**config.mk**
```make
export PLATFORM = sky130hd
export DESIGN_NAME = alu_job_arbiter_flat
export DESIGN_NICKNAME = d
export VERILOG_FILES = /design/src/rtl/alu_pkg.sv /design/src/rtl/alu_job_arbiter_if.sv /design/src/rtl/rr_arbiter2.sv /design/src/rtl/alu_job_arbiter.sv /design/src/flat_wrapper.sv
export SDC_FILE = /design/constraint.sdc
export NUM_CORES = 1
export LEC_CHECK = 0
export CAP_MARGIN = 15
export CORE_ASPECT_RATIO = 1.25
export CORE_MARGIN = 1
export CORE_UTILIZATION = 38
export CTS_CLUSTER_SIZE = 14
export DETAILED_ROUTE_END_ITERATION = 10
export GPL_ROUTABILITY_DRIVEN = 0
export HOLD_SLACK_MARGIN = 0.03
export PLACE_DENSITY = 0.77
export SYNTH_ARGS = -nofsm -noshare
export SYNTH_HDL_FRONTEND = slang
export SYNTH_HIERARCHICAL = 1
export SYNTH_SLANG_ARGS = --single-unit
export TNS_END_PERCENT = 10
```
**constraint.sdc**
```tcl
create_clock -name clk -period 1.6 [get_ports clk]
set_input_delay 0.16 -clock clk [delete_from_list [all_inputs] [get_ports clk]]
set_output_delay 0.16 -clock clk [all_outputs]
set_load 0.1 [all_outputs]
```
**src/rtl/alu_pkg.sv**
```systemverilog
`default_nettype none
// ============================================================================
// Package  : alu_pkg
// Brief    : Opcodes, job-code field offsets and FSM encoding shared by the
//            ALU job arbiter and its environment.
// Revision : 1.0 - initial release
// ============================================================================
package alu_pkg;

  localparam logic [1:0] OP_ADD = 2'b00;
  localparam logic [1:0] OP_SUB = 2'b01;
  localparam logic [1:0] OP_MUL = 2'b10;
  localparam logic [1:0] OP_DIV = 2'b11;

  // Job code layout: {Q[7:0], M[7:0], opcode[1:0]}
  localparam int Q_MSB  = 17;
  localparam int Q_LSB  = 10;
  localparam int M_MSB  = 9;
  localparam int M_LSB  = 2;
  localparam int OP_MSB = 1;
  localparam int OP_LSB = 0;

  typedef enum logic [1:0] {
    S_IDLE  = 2'd0,
    S_ISSUE = 2'd1,
    S_WAIT  = 2'd2,
    S_RESP  = 2'd3
  } state_t;

  function automatic logic [1:0] code_op(input logic [17:0] code);
    return code[OP_MSB:OP_LSB];
  endfunction

endpackage
`default_nettype wire

```
**src/rtl/alu_job_arbiter_if.sv**
```systemverilog
`default_nettype none
// ============================================================================
// Interface: alu_job_arbiter_if
// Brief    : Requester job/response channels plus the ALU start/stop bus.
// Revision : 1.0 - initial release
// ============================================================================
interface alu_job_arbiter_if #(
  parameter int CODE_W = 18,
  parameter int REZ_W  = 16
);

  logic [1:0]        req_valid;
  logic [CODE_W-1:0] req_code0;
  logic [CODE_W-1:0] req_code1;
  logic [1:0]        req_ready;
  logic [1:0]        rsp_valid;
  logic [1:0]        rsp_ready;
  logic [REZ_W-1:0]  rsp_rez;
  logic              rsp_zero;
  logic              rsp_ovf;
  logic              rsp_err;
  logic [CODE_W-1:0] alu_code;
  logic              alu_start;
  logic              alu_abort;
  logic              alu_stop;
  logic [REZ_W-1:0]  alu_rez;
  logic              alu_zero;
  logic              alu_ovf;
  logic              busy;

  // Environment side: requesters and the ALU
  modport master (
    output req_valid, req_code0, req_code1, rsp_ready,
           alu_stop, alu_rez, alu_zero, alu_ovf,
    input  req_ready, rsp_valid, rsp_rez, rsp_zero, rsp_ovf, rsp_err,
           alu_code, alu_start, alu_abort, busy
  );

  // Arbiter side
  modport slave (
    input  req_valid, req_code0, req_code1, rsp_ready,
           alu_stop, alu_rez, alu_zero, alu_ovf,
    output req_ready, rsp_valid, rsp_rez, rsp_zero, rsp_ovf, rsp_err,
           alu_code, alu_start, alu_abort, busy
  );

endinterface
`default_nettype wire

```
**src/rtl/rr_arbiter2.sv**
```systemverilog
`default_nettype none
// ============================================================================
// Module   : rr_arbiter2
// Brief    : Two-way round-robin grant from request valids and last grant.
// Revision : 1.0 - initial release
// ============================================================================
module rr_arbiter2 (
  input  wire logic [1:0] i_valid,
  input  wire logic       i_last_grant,
  output logic            o_gnt_valid,
  output logic            o_gnt_idx
);

  always_comb begin
    o_gnt_valid = |i_valid;
    // On contention the requester that was not served last wins
    if (&i_valid) begin
      o_gnt_idx = ~i_last_grant;
    end else begin
      o_gnt_idx = i_valid[1];
    end
  end

endmodule
`default_nettype wire

```
**src/rtl/alu_job_arbiter.sv**
```systemverilog
`default_nettype none
// ============================================================================
// Module   : alu_job_arbiter
// Brief    : Round-robin sharing of one ALU between two requesters, one job in
//            flight, with timeout abort and a valid/ready response channel.
// Revision : 1.0 - initial release
// ============================================================================
module alu_job_arbiter
  import alu_pkg::*;
#(
  parameter int CODE_W  = 18,
  parameter int REZ_W   = 16,
  parameter int TMO_CYC = 64
) (
  input  wire logic        clk,
  input  wire logic        rst,
  alu_job_arbiter_if.slave bus
);

  localparam int               CNT_W      = $clog2(TMO_CYC);
  localparam logic [CNT_W-1:0] c_tmo_last = CNT_W'(TMO_CYC - 1);

  state_t            r_state, w_state_nxt;
  logic [CODE_W-1:0] r_code, w_code_nxt;
  logic              r_owner, w_owner_nxt;
  logic              r_last_grant, w_last_nxt;
  logic              r_alu_start, w_start_nxt;
  logic              r_alu_abort, w_abort_nxt;
  logic [CNT_W-1:0]  r_cnt, w_cnt_nxt;
  logic [1:0]        r_rsp_valid, w_rsp_valid_nxt;
  logic [REZ_W-1:0]  r_rez, w_rez_nxt;
  logic              r_zero, w_zero_nxt;
  logic              r_ovf, w_ovf_nxt;
  logic              r_err, w_err_nxt;
  logic              r_busy;
  logic [1:0]        w_req_ready;
  logic              w_gnt_valid;
  logic              w_gnt_idx;

  rr_arbiter2 u_arb (
    .i_valid      (bus.req_valid),
    .i_last_grant (r_last_grant),
    .o_gnt_valid  (w_gnt_valid),
    .o_gnt_idx    (w_gnt_idx)
  );

  always_comb begin
    w_state_nxt     = r_state;
    w_code_nxt      = r_code;
    w_owner_nxt     = r_owner;
    w_last_nxt      = r_last_grant;
    w_start_nxt     = 1'b0;
    w_abort_nxt     = 1'b0;
    w_cnt_nxt       = r_cnt;
    w_rsp_valid_nxt = r_rsp_valid;
    w_rez_nxt       = r_rez;
    w_zero_nxt      = r_zero;
    w_ovf_nxt       = r_ovf;
    w_err_nxt       = r_err;
    w_req_ready     = 2'b00;
    case (r_state)
      S_IDLE: begin
        if (w_gnt_valid) begin
          w_req_ready[w_gnt_idx] = 1'b1;
          w_code_nxt  = w_gnt_idx ? bus.req_code1 : bus.req_code0;
          w_owner_nxt = w_gnt_idx;
          w_last_nxt  = w_gnt_idx;
          w_start_nxt = 1'b1;
          w_cnt_nxt   = '0;
          w_state_nxt = S_ISSUE;
        end
      end
      S_ISSUE: begin
        // Counter reads 0 during ISSUE, so the first WAIT cycle sees 1
        w_cnt_nxt   = CNT_W'(1);
        w_state_nxt = S_WAIT;
      end
      S_WAIT: begin
        w_cnt_nxt = r_cnt + 1'b1;
        if (bus.alu_stop) begin
          w_rez_nxt       = bus.alu_rez;
          w_zero_nxt      = bus.alu_zero;
          w_ovf_nxt       = bus.alu_ovf;
          w_err_nxt       = 1'b0;
          w_rsp_valid_nxt = r_owner ? 2'b10 : 2'b01;
          w_state_nxt     = S_RESP;
        end else if (r_cnt == c_tmo_last) begin
          w_abort_nxt     = 1'b1;
          w_rez_nxt       = '0;
          w_zero_nxt      = 1'b0;
          w_ovf_nxt       = 1'b0;
          w_err_nxt       = 1'b1;
          w_rsp_valid_nxt = r_owner ? 2'b10 : 2'b01;
          w_state_nxt     = S_RESP;
        end
      end
      S_RESP: begin
        if (bus.rsp_ready[r_owner]) begin
          w_rsp_valid_nxt = 2'b00;
          w_state_nxt     = S_IDLE;
        end
      end
      default: w_state_nxt = S_IDLE;
    endcase
  end

  always_ff @(posedge clk or negedge rst) begin
    if (!rst) begin
      r_state      <= S_IDLE;
      r_code       <= '0;
      r_owner      <= 1'b0;
      r_last_grant <= 1'b1;
      r_alu_start  <= 1'b0;
      r_alu_abort  <= 1'b0;
      r_cnt        <= '0;
      r_rsp_valid  <= 2'b00;
      r_rez        <= '0;
      r_zero       <= 1'b0;
      r_ovf        <= 1'b0;
      r_err        <= 1'b0;
      r_busy       <= 1'b0;
    end else begin
      r_state      <= w_state_nxt;
      r_code       <= w_code_nxt;
      r_owner      <= w_owner_nxt;
      r_last_grant <= w_last_nxt;
      r_alu_start  <= w_start_nxt;
      r_alu_abort  <= w_abort_nxt;
      r_cnt        <= w_cnt_nxt;
      r_rsp_valid  <= w_rsp_valid_nxt;
      r_rez        <= w_rez_nxt;
      r_zero       <= w_zero_nxt;
      r_ovf        <= w_ovf_nxt;
      r_err        <= w_err_nxt;
      r_busy       <= (w_state_nxt != S_IDLE);
    end
  end

  assign bus.req_ready = w_req_ready;
  assign bus.rsp_valid = r_rsp_valid;
  assign bus.rsp_rez   = r_rez;
  assign bus.rsp_zero  = r_zero;
  assign bus.rsp_ovf   = r_ovf;
  assign bus.rsp_err   = r_err;
  assign bus.alu_code  = r_code;
  assign bus.alu_start = r_alu_start;
  assign bus.alu_abort = r_alu_abort;
  assign bus.busy      = r_busy;

endmodule
`default_nettype wire

```
**src/flat_wrapper.sv**
```systemverilog
// flat-port wrapper written by rule: the top's interface ports become plain ports
module alu_job_arbiter_flat import alu_pkg::*;
#(
  parameter int CODE_W  = 18,
  parameter int REZ_W   = 16,
  parameter int TMO_CYC = 64
)
  (clk, rst, bus_req_valid, bus_req_code0, bus_req_code1, bus_rsp_ready, bus_alu_stop, bus_alu_rez, bus_alu_zero, bus_alu_ovf, bus_req_ready, bus_rsp_valid, bus_rsp_rez, bus_rsp_zero, bus_rsp_ovf, bus_rsp_err, bus_alu_code, bus_alu_start, bus_alu_abort, bus_busy);
  alu_job_arbiter_if #(.CODE_W(CODE_W), .REZ_W(REZ_W)) bus_i ();
  input  wire logic clk;
  input  wire logic rst;
  input wire logic [$bits(bus_i.req_valid)-1:0] bus_req_valid;
  input wire logic [$bits(bus_i.req_code0)-1:0] bus_req_code0;
  input wire logic [$bits(bus_i.req_code1)-1:0] bus_req_code1;
  input wire logic [$bits(bus_i.rsp_ready)-1:0] bus_rsp_ready;
  input wire logic [$bits(bus_i.alu_stop)-1:0] bus_alu_stop;
  input wire logic [$bits(bus_i.alu_rez)-1:0] bus_alu_rez;
  input wire logic [$bits(bus_i.alu_zero)-1:0] bus_alu_zero;
  input wire logic [$bits(bus_i.alu_ovf)-1:0] bus_alu_ovf;
  output wire logic [$bits(bus_i.req_ready)-1:0] bus_req_ready;
  output wire logic [$bits(bus_i.rsp_valid)-1:0] bus_rsp_valid;
  output wire logic [$bits(bus_i.rsp_rez)-1:0] bus_rsp_rez;
  output wire logic [$bits(bus_i.rsp_zero)-1:0] bus_rsp_zero;
  output wire logic [$bits(bus_i.rsp_ovf)-1:0] bus_rsp_ovf;
  output wire logic [$bits(bus_i.rsp_err)-1:0] bus_rsp_err;
  output wire logic [$bits(bus_i.alu_code)-1:0] bus_alu_code;
  output wire logic [$bits(bus_i.alu_start)-1:0] bus_alu_start;
  output wire logic [$bits(bus_i.alu_abort)-1:0] bus_alu_abort;
  output wire logic [$bits(bus_i.busy)-1:0] bus_busy;
  assign bus_i.req_valid = bus_req_valid;
  assign bus_i.req_code0 = bus_req_code0;
  assign bus_i.req_code1 = bus_req_code1;
  assign bus_i.rsp_ready = bus_rsp_ready;
  assign bus_i.alu_stop = bus_alu_stop;
  assign bus_i.alu_rez = bus_alu_rez;
  assign bus_i.alu_zero = bus_alu_zero;
  assign bus_i.alu_ovf = bus_alu_ovf;
  assign bus_req_ready = bus_i.req_ready;
  assign bus_rsp_valid = bus_i.rsp_valid;
  assign bus_rsp_rez = bus_i.rsp_rez;
  assign bus_rsp_zero = bus_i.rsp_zero;
  assign bus_rsp_ovf = bus_i.rsp_ovf;
  assign bus_rsp_err = bus_i.rsp_err;
  assign bus_alu_code = bus_i.alu_code;
  assign bus_alu_start = bus_i.alu_start;
  assign bus_alu_abort = bus_i.alu_abort;
  assign bus_busy = bus_i.busy;
  alu_job_arbiter #(.CODE_W(CODE_W), .REZ_W(REZ_W), .TMO_CYC(TMO_CYC)) u_core (.clk(clk), .rst(rst), .bus(bus_i));
endmodule
```
* Word level (Yosys, flattened, before mapping)
Index checks and enable logic that the tools add are counted.
Word-level totals: bits of input ports 61, output and inout port bits 44, logic and storage cells 69, bits in registers 52
Cells by class: magnitude comparators 3, add/sub/neg operators 1, equal/unequal tests 7, bitwise operators 1, muxes and demuxes 32, reductions and logical operators 12
Operators with widths (number):
- $mux 16 | 2
- $mux 2 | 10
- $mux 18 | 1
- $pmux 6 s3 | 1
- $mux 1 | 14
- $pmux 2 s4 | 1
- $reduce_and 2->1 | 4
- $add 6x1->6 const B | 1
- $eq 6x6->1 const B | 1
- $mux 6 | 1
- $reduce_bool 2->1 | 3
- $eq 2x2->1 const B | 2
- $lt 1x2->1 const B | 2
- $pmux 2 s2 | 1
- $ne 3x2->1 const B | 1
- $reduce_and 3->1 | 1
- $reduce_bool 3->1 | 1
- $eq 2x1->1 const B | 1
- $logic_not 2->1 | 1
- $ne 2x1->1 const B | 1
- $ne 2x2->1 const B | 1
- $reduce_or 2->1 | 1
- $demux 1 s1 | 1
- $ge 1x1->1 const B | 1
- other kinds (2) | 2

* Longest topological paths before layout
depth in word-level cells 8, gate-level depth with buffers 8, gate-level depth less buffers 6

* Cells and area by module
Netlist, hierarchy kept.
By module, submodules not included:
- alu_job_arbiter | sequential area each 1302.5 µm², instances 1, cells each 246, area an instance 2366.0 µm²
- rr_arbiter2 | sequential area each 0.0 µm², instances 1, cells each 2, area an instance 13.8 µm²

* Worst setup path before layout
OpenSTA, ideal clock, no wires.
path kind register -> output, start point register u_core.r_state[0], end point output port bus_req_ready[0], data required time 1.440 ns, buffers on the path 1, cell stages (with the launch flop) 6, data arrival time 2.276 ns, setup slack -0.836 ns, cell sequence dfrtp_1 -> inv_1 -> ha_1 -> nand2_2 -> clkbuf_1 -> nor2_1
Between the ends: cells in the longest elaborated chain, start to end 2
Ends and longest elaborated chain:
- start: declaration | line alu_job_arbiter.sv:23 | state_t r_state, w_state_nxt;
- start signal: assignment | line alu_job_arbiter.sv:123 | r_state <= w_state_nxt;
- $logic_not 2->1 | line alu_job_arbiter.sv:61 | case (r_state)
- $mux 2 | line alu_job_arbiter.sv:61
- end: declaration | line flat_wrapper.sv:20 | output wire logic [$bits(bus_i.req_ready)-1:0] bus_req_ready;
No other way between the ends.

* Worst setup path after layout
start point register u_core.r_state[0], end point output port bus_req_ready[1]
Same word-level chain as after synthesis.

==> metrics.txt <==
# TYPE chip_impl_metric gauge
chip_impl_info{name="crit_family",value="buffers and inverters"} 1
chip_impl_info{name="dominantRegCellSynth",value="dfrtp_1"} 1
chip_impl_metric{name="n_fill_cell",unit=""} 403
chip_impl_info{name="min-delay-path-class",value="primary input to async pin"} 1
chip_impl_metric{name="final_net_count",unit=""} 441
chip_impl_metric{name="globalRouteTotalUtil",unit="%"} 20.9
chip_impl_metric{name="timing.slew.headroom",unit="%"} 76.4
chip_impl_metric{name="synthesis.yosys.warnings",unit=""} 6
chip_impl_metric{name="worst-endpoint-arrival",unit="ns"} 1.50
chip_impl_metric{name="floorplan_core_area",unit="sq um"} 5930
chip_impl_metric{name="start_util",unit="%"} 40.1
chip_impl_metric{name="fmax",unit="GHz"} 0.602
chip_impl_metric{name="initialDrtViolationCount",unit=""} 109
chip_impl_metric{name="detail_route.first_pass.iterations",unit=""} 4
chip_impl_metric{name="synth_sequential_area_ratio",unit="%"} 54.7
chip_impl_info{name="final_cell_mix",value="61 x nand2_1, 59 x clkdlybuf4s50_1, 51 x dfrtp_1, 47 x buf_12, 24 x nand3_1"} 1
chip_impl_metric{name="syn_area_per_cell",unit="sq um"} 9.60
chip_impl_info{name="synth_top_cells_by_area",value="dfrtp_1 54%, nand2_1 9.9%, mux2i_1 8.8%"} 1
chip_impl_metric{name="final-max-slew-violation-count",unit=""} 0
chip_impl_metric{name="globalRouteOverflowTotal",unit=""} 0
chip_impl_metric{name="syn-num-nets",unit=""} 315
chip_impl_metric{name="worst-slew-pin-transition",unit="ns"} 0.355
chip_impl_metric{name="slowest_delay",unit="ns"} 0.41
chip_impl_info{name="violations",value="setup timing"} 1
chip_impl_metric{name="routed_wirelength",unit="mm"} 6.69
chip_impl_metric{name="postSynth.asyncResetShare",unit="%"} 100
chip_impl_metric{name="cts_sinks",unit=""} 52
chip_impl_metric{name="vias_per_cell",unit=""} 4.91
chip_impl_metric{name="synth-edff-count",unit=""} 0
chip_impl_metric{name="cp_data_required_time",unit="ns"} 1.44
chip_impl_info{name="status",value="finished, violations left"} 1
chip_impl_metric{name="io_buffers",unit=""} 104
chip_impl_metric{name="grt_pass1_wl",unit="mm"} 10.7
chip_impl_info{name="timing.critical_path.to_type",value="primary output"} 1
chip_impl_metric{name="synth_top_area_share",unit="%"} 53.6
chip_impl_metric{name="route.vias.total",unit=""} 2242
chip_impl_info{name="worst_path_max_delay_cell",value="dfrtp_1"} 1
chip_impl_info{name="layout.cells.most_common",value="nand2_1"} 1
chip_impl_metric{name="postSynthCellCount",unit=""} 248
chip_impl_metric{name="first_global_vias",unit=""} 2282
chip_impl_info{name="tritoncts",value="done"} 1
chip_impl_metric{name="ant_nets",unit=""} 0
chip_impl_metric{name="max-clock-path-buffers",unit=""} 2
chip_impl_metric{name="crit_fanout",unit=""} 3
chip_impl_metric{name="largest_net_degree_at_the_start_of_global_routing",unit=""} 53
chip_impl_metric{name="dieArea",unit="sq um"} 6580
chip_impl_metric{name="clk-insertion-delay-late",unit="ns"} 0.31
chip_impl_metric{name="cts-buffers-inserted",unit=""} 5
chip_impl_metric{name="die_y",unit="um"} 90.5
chip_impl_metric{name="antenna-diode-count",unit=""} 0
chip_impl_metric{name="final.period_utilization",unit="%"} 104
chip_impl_info{name="setup.worst_path.class",value="flip-flop to primary output"} 1
chip_impl_metric{name="clock_tree.htree_level_count",unit=""} 2
chip_impl_metric{name="path_clk_slew",unit="ns"} 0.08
chip_impl_metric{name="timing.final.crit_period",unit="ns"} 1.66
chip_impl_info{name="cts_root_buf",value="clkbuf_8"} 1
chip_impl_metric{name="area_growth",unit="%"} 83.4
chip_impl_metric{name="finalSetupViolCount",unit=""} 6
chip_impl_info{name="synth_top_area_cell",value="dfrtp_1"} 1
chip_impl_metric{name="final_hold_viol_count",unit=""} 0
chip_impl_metric{name="post_route_cells_drive_above_1_share",unit="%"} 27.5
chip_impl_metric{name="yosysUniqueCellTypes",unit=""} 29
chip_impl_metric{name="io_pins",unit=""} 105
chip_impl_metric{name="place_hpwl",unit="mm"} 4.74
chip_impl_metric{name="synth_seq_cells",unit=""} 52
chip_impl_metric{name="syn_area",unit="sq um"} 2380
chip_impl_metric{name="skew",unit="ns"} 0.0105
chip_impl_metric{name="floorplan.die.width",unit="um"} 72.8
chip_impl_info{name="cp-start-kind",value="flip-flop"} 1
chip_impl_metric{name="initial_antenna_violation_count",unit=""} 0
chip_impl_metric{name="wl_per_cell",unit="um"} 14.6
chip_impl_info{name="timing.critical_path.cells",value="inv_2 -> ha_4 -> nand2_4 -> inv_4 -> nand2_4 -> clkinvlp_4 -> buf_12"} 1
chip_impl_info{name="grt_setup_unrepaired",value="true"} 1
chip_impl_metric{name="final_setup_slack_of_the_worst_path",unit="ns"} -0.0621
chip_impl_metric{name="num_rows",unit=""} 31
chip_impl_metric{name="postLayoutCellArea",unit="sq um"} 4370
chip_impl_metric{name="route.detailed.drc",unit=""} 0
chip_impl_metric{name="placed_area",unit="sq um"} 4080
chip_impl_metric{name="drv.max_cap_violation_count",unit=""} 0
chip_impl_metric{name="crit_buf_inv",unit=""} 4
chip_impl_info{name="critPathMostFrequentCell",value="nand2_4"} 1
-- state kept, by name, indices dropped and copies added (netlist names) --
register,flops
u_core/bus.alu_code,18
u_core/bus.rsp_rez,16
u_core/bus.rsp_ovf,1
u_core/r_cnt,6
u_core/bus.rsp_err,1
u_core/bus.busy,1
u_core/bus.alu_abort,1
u_core/bus.alu_start,1
u_core/r_last_grant,1
u_core/r_state,2
u_core/r_owner,1
u_core/bus.rsp_valid,2
u_core/bus.rsp_zero,1
-- worst paths after layout --
| path | slack (ns) | startpoint | cells after the start | end |
|---|---|---|---|---|
| worst min register to register | 0.53 | u_core/r_cnt[3] | 1 | u_core/r_cnt[3] |
| worst min-delay path | 0.37 | rst | 3 | u_core/r_cnt[0] |
| worst max register to register | -0.03 | u_core/r_state[1] | 8 | u_core/r_cnt[2] |
| max in group asynchronous | 0.95 | rst | 3 | u_core/r_last_grant |
| min in group clk | 0.38 | bus_alu_rez[3] | 3 | u_core/bus.rsp_rez[3] |
| worst max-delay path | -0.06 | u_core/r_state[0] | 7 | bus_req_ready[1] |
-- layer usage --
metal | wire (um) | part of all wire (%) | up-vias | global-route usage (%)
met5 | 0 | 0 | - | 0
met4 | 102 | 1.5 | 0 | 8.50
li1 | - | - | 1090 | -
met3 | 299 | 4.5 | 8 | 2.90
met1 | 2580 | 39 | 1071 | 23.9
met2 | 3710 | 55 | 73 | 38.1
-- cell usage after synthesis (2+ instances only) --
cell	number
buf_2	5
nand2_1	63
ha_1	6
clkbuf_1	8
o2bb2ai_1	2
a32o_2	2
mux2i_1	21
o21ai_1	22
nor2_1	6
or2_1	4
o21ai_0	7
inv_1	7
nand3_1	25
nor2b_1	3
dfrtp_1	51
a21oi_1	3
-- worst reg2reg max path, stage by stage, from the launching register on --
cell and delay (ns):
dfrtp_1 0.41, inv_2 0.08, ha_4 0.18, buf_4 0.14, nor2b_4 0.13, or2_4 0.28
buf_6 0.14, o21ai_2 0.09, o21ai_1 0.07
-- area by class of cell --
type                            instances  area, sq um  area share, %
Timing Repair Buffer                  132         1750           40.0
Sequential cell                        52         1300           29.8
Inverter                                8         36.3          0.831
Multi-Input combinational cell        175         1080           24.8
Clock buffer                            7         86.3           1.98
Clock inverter                          1         7.51          0.172
Tap cell                               82          103           2.35
-- cell families after synthesis --
group	count (synthesis)	synth area share, %
AOI/OAI and AO/OA	42	10.5
adders and majority gates	6	3.15
buffers and inverters	21	3.58
DFF	52	54.7
muxes	21	8.83
and+or+nand+nor	106	19.2
-- metrics by stage --
step | setup slack, ns | instances | utilization (%) | hold slack, ns | setup TNS, ns
finish | -0.0621 | 457 | 73.6 | 0.372 | -0.217
global route | -0.113 | 457 | 73.6 | 0.385 | -0.789
CTS | -0.0432 | 456 | 72.6 | 0.380 | -0.0927
detailed placement | -0.120 | 437 | 68.8 | 0.174 | -2.13
global placement | -0.0297 | 437 | 68.8 | 0.170 | -0.243
floorplan | -0.00943 | 248 | - | -0.136 | -0.0381
-- repair_timing --
item	CTS	global route
setup buffers	10	1
resized for setup	12	14
pin swaps	2	8
hold buffers	1	0
setup endpoints to repair	26	30
hold endpoints to repair	51	0
Power is left out: the tool's default activity adds up to more than one toggle a clock period on the data nets, which glitch-free logic cannot reach.
